===== config.mk =====
export PLATFORM = sky130hd
export DESIGN_NAME = imm_ext_pipe
export DESIGN_NICKNAME = d
export VERILOG_FILES = /design/src/rtl/imm_ext_pkg.sv /design/src/rtl/imm_ext_core.sv /design/src/rtl/imm_ext_pipe.sv
export SDC_FILE = /design/constraint.sdc
export NUM_CORES = 1
export LEC_CHECK = 0
export ABC_AREA = 1
export BUFFER_PORTS_ARGS = -buffer_cell sky130_fd_sc_hd__buf_2
export CORE_MARGIN = 8
export CORE_UTILIZATION = 35
export CTS_CLUSTER_SIZE = 25
export DETAILED_ROUTE_END_ITERATION = 10
export GPL_ROUTABILITY_DRIVEN = 1
export PLACE_DENSITY = 0.67
export SYNTH_ARGS = -nofsm -noshare
export SYNTH_HDL_FRONTEND = slang
export SYNTH_SLANG_ARGS = --single-unit

===== constraint.sdc =====
create_clock -name clk -period 2.4 [get_ports clk]
set_input_delay 0.48 -clock clk [delete_from_list [all_inputs] [get_ports clk]]
set_output_delay 0.48 -clock clk [all_outputs]
set_load 0.02 [all_outputs]

===== src/rtl/imm_ext_pkg.sv =====
// Shared definitions for the immediate-extension pipeline: mode encodings
// and the {main_valid, skid_valid} state encoding.
package imm_ext_pkg;

  // Extension modes as they arrive from decode-field extraction.
  typedef enum logic [1:0] {
    EXT_ZERO = 2'b00,
    EXT_SIGN = 2'b01,
    EXT_LUI  = 2'b10,
    EXT_BR   = 2'b11
  } ext_mode_t;

  // Occupancy state, encoded as {main_valid, skid_valid}; 2'b01 never occurs.
  typedef enum logic [1:0] {
    ST_EMPTY = 2'b00,
    ST_ONE   = 2'b10,
    ST_FULL  = 2'b11
  } pipe_state_t;

  localparam int CNT_W = 32;

endpackage


===== src/rtl/imm_ext_core.sv =====
// Combinational immediate extender: zero, sign, upper (LUI) and branch
// offset (sign-extended, shifted left 2). Reusable by any stage.
module imm_ext_core
  import imm_ext_pkg::*;
#(
  parameter int IN_W  = 16,
  parameter int OUT_W = 32
) (
  input  logic [IN_W-1:0]  imm,
  input  ext_mode_t        mode,
  output logic [OUT_W-1:0] result
);

  localparam int E = OUT_W - IN_W;

  logic [OUT_W-1:0] sext;

  assign sext = {{E{imm[IN_W-1]}}, imm};

  // Select the extension form for the requested mode.
  always_comb begin
    result = '0;
    case (mode)
      EXT_ZERO: result = {{E{1'b0}}, imm};
      EXT_SIGN: result = sext;
      EXT_LUI:  result = {imm, {E{1'b0}}};
      EXT_BR:   result = {sext[OUT_W-3:0], 2'b00};
      default:  result = '0;
    endcase
  end

endmodule


===== src/rtl/imm_ext_pipe.sv =====
// Pipelined immediate extender with a registered valid/ready stage and a
// 2-entry skid buffer (main register drives out_*, skid absorbs one extra
// entry so in_ready can come straight from a flop).
// Optional: define IMM_EXT_PIPE_CNT_EN to enable the output-handshake
// counter on ext_count; otherwise ext_count is tied to 0.
module imm_ext_pipe
  import imm_ext_pkg::*;
#(
  parameter int IN_W  = 16,
  parameter int OUT_W = 32
) (
  input  logic             clk,
  input  logic             reset,
  input  logic             flush,
  input  logic             in_valid,
  output logic             in_ready,
  input  logic [IN_W-1:0]  in_imm,
  input  logic [1:0]       in_mode,
  output logic             out_valid,
  input  logic             out_ready,
  output logic [OUT_W-1:0] out_data,
  output logic [CNT_W-1:0] ext_count
);

  // The branch form needs room for a sign bit plus the 2-bit shift.
  generate
    if (!(OUT_W > IN_W + 1)) begin : g_bad_widths
      $error("imm_ext_pipe: OUT_W must exceed IN_W + 1");
    end
  endgenerate

  pipe_state_t      state, state_nx;
  logic [OUT_W-1:0] ext_res;
  logic [OUT_W-1:0] main_q, skid_q;
  logic             in_ready_q;
  logic             acc, deq;
  logic             load_main, load_skid, skid_to_main;

  imm_ext_core #(.IN_W(IN_W), .OUT_W(OUT_W)) u_core (
    .imm    (in_imm),
    .mode   (ext_mode_t'(in_mode)),
    .result (ext_res)
  );

  assign acc       = in_valid && in_ready_q;
  assign deq       = state[1] && out_ready;
  assign in_ready  = in_ready_q;
  assign out_valid = state[1];
  assign out_data  = main_q;

  // Next occupancy state and data-path steering from the two handshakes.
  always_comb begin
    state_nx     = state;
    load_main    = 1'b0;
    load_skid    = 1'b0;
    skid_to_main = 1'b0;
    case (state)
      ST_EMPTY: begin
        if (acc) begin
          state_nx  = ST_ONE;
          load_main = 1'b1;
        end
      end
      ST_ONE: begin
        if (acc && deq) begin
          load_main = 1'b1;
        end else if (acc) begin
          state_nx  = ST_FULL;
          load_skid = 1'b1;
        end else if (deq) begin
          state_nx = ST_EMPTY;
        end
      end
      ST_FULL: begin
        // in_ready is low here, so only a drain can happen.
        if (deq) begin
          state_nx     = ST_ONE;
          skid_to_main = 1'b1;
        end
      end
      default: state_nx = ST_EMPTY;
    endcase
    // Flush drops everything, including any same-cycle accept.
    if (flush) state_nx = ST_EMPTY;
  end

  // State register; in_ready is precomputed from the next state.
  always_ff @(posedge clk) begin
    if (!reset) begin
      state      <= ST_EMPTY;
      in_ready_q <= 1'b1;
    end else begin
      state      <= state_nx;
      in_ready_q <= (state_nx != ST_FULL);
    end
  end

  // Data registers; held while stalled so out_data stays stable.
  always_ff @(posedge clk) begin
    if (!reset) begin
      main_q <= '0;
      skid_q <= '0;
    end else begin
      if (load_main)         main_q <= ext_res;
      else if (skid_to_main) main_q <= skid_q;
      if (load_skid)         skid_q <= ext_res;
    end
  end

`ifdef IMM_EXT_PIPE_CNT_EN
  logic [CNT_W-1:0] cnt_q;

  // Count delivered results; flush cancels the count, only reset clears it.
  always_ff @(posedge clk) begin
    if (!reset)              cnt_q <= '0;
    else if (deq && !flush)  cnt_q <= cnt_q + CNT_W'(1);
  end

  assign ext_count = cnt_q;
`else
  assign ext_count = '0;
`endif

endmodule


* Word-level counts from Yosys, hierarchy flattened
Index checks and enable logic that the tools add are counted.
** Cells by class
- Eq/ne operators :: 6
- Multiplexer cells :: 17
- Reductions and logical operators :: 6
** Operators by type and width (count)
- $pmux 32 s4 :: 1
- $mux 32 :: 2
- $mux 2 :: 6
- $eq 2x2->1 const B :: 4
- $mux 1 :: 6
- $pmux 2 s3 :: 1
- $logic_not 2->1 :: 2
- $logic_and 1x1->1 :: 3
- $eq 2x1->1 const B :: 1
- $ne 2x2->1 const B :: 1
- $pmux 1 s2 :: 1
- $reduce_bool 2->1 :: 1
** Storage, ports and cells
- Register bits after elaboration :: 67
- Logic and storage cells :: 33
- Output and inout bits :: 66
- Bits of input ports :: 23

* Logic depth before layout (Yosys ltp)
- Depth after elaboration :: 7
- Gate-level depth with buffers :: 8
- Depth with buffers taken out :: 7

* Hierarchy
From an unflattened synthesis, not the netlist that was laid out.
** Unflattened totals
- Cells, all modules :: 553
- Area total of the unflattened synthesis :: 3839.9 um2
** Modules (own cells, without submodules)
- imm_ext_pipe :: instances 1, cells an instance 478, sequential area each 1341.3 um2, area an instance 3405.8 um2
- imm_ext_core :: instances 1, cells an instance 75, sequential area each 0.0 um2, area an instance 434.2 um2

* Worst setup path after synthesis
No wires, ideal clock.
- Kind :: input port to flip-flop
- Start :: in out_ready
- End :: reg main_q[29], in the netlist out_data[29]
- Required time :: 2.284 ns
- Data arrival time :: 1.222 ns
- Setup slack :: 1.063 ns
- Setup time :: 0.116 ns
- Buffers on the path :: 1
- Stages :: 7
- Cell sequence :: inv_1 > nand2_2 > nand2_2 > buf_2 > nand2_1 > nor2_1 > nor2_1
** Between the ends
- Cells in the longest elaborated chain, start to end :: 5
- Elaborated cells on any way between the ends :: 8
** RTL lines
- start, declared :: RTL line imm_ext_pipe.sv:20 : input logic out_ready,
- $logic_and 1x1->1 (*) :: RTL line imm_ext_pipe.sv:46 : assign deq = state[1] && out_ready;
- $logic_and 1x1->1 :: RTL line imm_ext_pipe.sv:65 : if (acc && deq) begin
- $mux 1 :: RTL line imm_ext_pipe.sv:65
- $pmux 1 s2 :: RTL line imm_ext_pipe.sv:57 : case (state)
- $mux 32 or $reduce_bool 2->1 (tied branches)
- end signal, assigned :: RTL line imm_ext_pipe.sv:104 : if (load_main) main_q <= ext_res;
- end signal, assigned :: RTL line imm_ext_pipe.sv:105 : else if (skid_to_main) main_q <= skid_q;
- end, declared :: RTL line imm_ext_pipe.sv:34 : logic [OUT_W-1:0] main_q, skid_q;
Mark *: on every way between the ends. The rest lies on a longest branch, timed or not.
A chain may end at the register's enable or synchronous reset.

* Worst setup path after layout
- Start :: reg in_ready_q, in the netlist in_ready
- End :: reg skid_q[11]
** Between the ends
- Cells in the longest elaborated chain, start to end :: 4
- Elaborated cells on any way between the ends :: 5
** RTL lines
- start, declared :: RTL line imm_ext_pipe.sv:35 : logic in_ready_q;
- start signal, assigned :: RTL line imm_ext_pipe.sv:94 : in_ready_q <= (state_nx != ST_FULL);
- $logic_and 1x1->1 (*) :: RTL line imm_ext_pipe.sv:45 : assign acc = in_valid && in_ready_q;
- $mux 1 or $logic_and 1x1->1 (tied branches) :: RTL line imm_ext_pipe.sv:67, imm_ext_pipe.sv:65
- $mux 1 (*) :: RTL line imm_ext_pipe.sv:65
- $mux 1 (*) :: RTL line imm_ext_pipe.sv:57
- end signal, assigned :: RTL line imm_ext_pipe.sv:106 : if (load_skid) skid_q <= ext_res;
- end, declared :: RTL line imm_ext_pipe.sv:34
Marked as above.

==> flow_summary.toml <==
[status]
status = "complete, no violations"

[setup_path]
path_cells = "nand2_1 > nor2_4 > inv_1 > nor2_4 > buf_12 > nand2_1 > a21oi_1"
regToRegSetupSlack_ns = 0.88
critPathMaxStageDelay_ns = 0.35
cp-start-kind = "flip-flop"
crit_arrival_ns = 1.79
path_class = "flip-flop to flip-flop"
path_max_fanout = 17
rr_endpoint = "skid_q[11]$_SDFFE_PN0P_"
cp_slowest_cell = "nor2_4"
cp.required_ns = 2.67
cp-end-kind = "flip-flop"
reg2reg_depth = 7
r2r_start = "in_ready$_SDFF_PN1_"

[yosys]
synth_warnings = 0
ys_seq_area_share_pct = 38.9
syn_avg_cell_area_um2 = 6.54
synth.distinct_cells = 22
syn-cell-area_um2 = 3440
syn_inst = 527
ys_ff_latch = 67

[grt]
grt_pass1_wl_um = 14300
grt.overflow.total = 0
grt_max_degree = 62
grt_antenna_before_repair = 0
grt_pass1_vias = 3006
track_usage_pct = 13.5

[placed_design]
gp_routability_congestion = 0.820
hpwl_um = 6260
numPortBuffers = 56
dp.cells = 693
pre_cts_slack_ns = 0.627

[floorplan]
coreArea_um2 = 9680
num_io_pins = 89
fp.dieW_um = 115
start_util_pct = 35.6
die_area_um2 = 13300
rows = 36
die_h_um = 115

[clocking]
cts-root-buf = "clkbuf_8"
path_clk_slew_ns = 0.07
cts_tree = "built"
cts.path.max_buffers = 2
clk_latency_ns = 0.34
htreeDepth = 3
hold_buffers = 0
numCtsBuffers = 9
cts_resized = 0
post_cts.repair.setup_buffers = 0
clock-sinks = 67

[finish]
mostFrequentLayoutCell = "nand2_1"
drive_gt1_share_pct = 15.1
diodes = 0
fillers = 1035
area_growth_pct = 12.6
layout_common_cells = "nand2_1 (131), nor2_1 (102), dfxtp_1 (67), buf_2 (56), inv_1 (55)"
nNetsFinal = 594
stdcell_count = 709

[sta]
finalHoldViolCount = 0
tns_ns = 0
rsz0062_at_grt = "no"
maxSlewViolCount = 0
setup_viol = 0
period_needed_ns = 1.52
layout_worst_path_cycle_share_pct = 63.4
whs_ns = 0.402
fin_worst_skew_ns = 0.00686
setup_ws_ns = 0.878
fmax_mhz = 657

[power]
p_int_mw = 1.85
vdd_drop_max_uv = 301
swShare_pct = 28.2
switchingPower_mw = 0.729
pwr-share-clk_pct = 38.7
combPwrFrac_pct = 15.5
leakagePower_nw = 1.74
cellPowerDensity_nw_per_um2 = 666
seqPwrFrac_pct = 45.8

[route]
vias = 3133
ant_nets = 0
dr.pass1.iters = 4
routedWlPerCell_um = 12.4
viasPerCell = 4.42
drt_iter0_drc = 162
drc = 0
routed_wl_um = 8780

[worst_hold_path]
holdPathStages = 3
hp-class = "input pin to flip-flop"
hp-start = "flush"
min_to = "state[1]$_SDFF_PN0_"

[job]
drv_cap = 0
[logic make-up (layout without fill, tap and decap cells)]
kind of cell           after synthesis  count (layout)  share of synthesized area, %
AND/OR/NAND/NOR                    249             249                          28.4
buffers and inverters              118             136                          18.6
AO/OA/AOI/OAI                       92              92                          14.0
flip-flops                          67              67                          38.9
other                                1              32                         0.109
[state kept, by name, summed over array words and instances (netlist names)]
name and flops:
in_ready 1, state 2, skid_q 32, out_data 32
[layout make-up]
type / count / area (um^2) / area share [%]
clock inverters: 6 / 80.1 / 2.06
well taps: 133 / 166 / 4.29
clock buffers: 10 / 128 / 3.29
multi-input cells: 373 / 1580 / 40.7
repair buffers: 63 / 370 / 9.55
inverters: 57 / 214 / 5.51
flip-flops and latches: 67 / 1340 / 34.6
[cells in the mapped netlist, drive strengths merged]
master	n	area share, %
o22ai	14	2.5
clkbuf	8	0.94
conb	1	0.11
nor3	1	0.15
nand3	8	1.2
nand2	134	15
a21oi	31	4.5
o21a	1	0.22
or2	1	0.18
buf	53	11
inv	57	6.2
a31oi	1	0.18
dfxtp	67	39
o21ai	45	6.5
nor2	105	12
[worst max path at each step]
stage                              from                         to  slack [ns]  cells after the start
finish              in_ready$_SDFF_PN1_    skid_q[11]$_SDFFE_PN0P_        0.88                      7
floorplan                     out_ready  out_data[29]$_SDFFE_PN0P_        1.06                      7
global placement               in_valid     skid_q[9]$_SDFFE_PN0P_        0.75                      8
CTS                 in_ready$_SDFF_PN1_    skid_q[11]$_SDFFE_PN0P_        0.87                      7
detailed placement             in_valid    skid_q[31]$_SDFFE_PN0P_        0.63                      8
global route        in_ready$_SDFF_PN1_    skid_q[11]$_SDFFE_PN0P_        0.73                      7
[metrics by stage]
stage	instance area (um^2)	util, %	power [mW]
after floorplan	3560	-	1.53
after global placement	3670	37.9	1.60
after detailed placement	3670	37.9	1.61
after CTS	3880	40.1	2.61
after global routing	3880	40.1	2.73
final	3880	40.1	2.58
[metal layers]
layer / global-route usage [%] / part of all wire (%) / vias up / wire (um)
met1: 15.5 / 42 / 1365 / 3660
met3: 5.51 / 8.7 / 16 / 760
met5: 0 / 0 / - / 0
li1: - / - / 1653 / -
met2: 22.4 / 48 / 99 / 4180
met4: 4.38 / 2.1 / 0 / 184
[critical path, delay by kind of cell (launching register included)]
kind            cells  cell delay (ns)
simple gates        4             0.67
buf+inv             2             0.31
flops               1             0.33
compound gates      1             0.14
[power by group through the flow]
stage	Sequential [mW]	Combinational [mW]	Clock, mW
after floorplan	1.26	0.271	0
after global routing	1.19	0.447	1.09
final	1.18	0.401	1.00
after detailed placement	1.21	0.402	0
after global placement	1.21	0.397	0
after CTS	1.18	0.403	1.02
(Power assumes the default switching activity.)
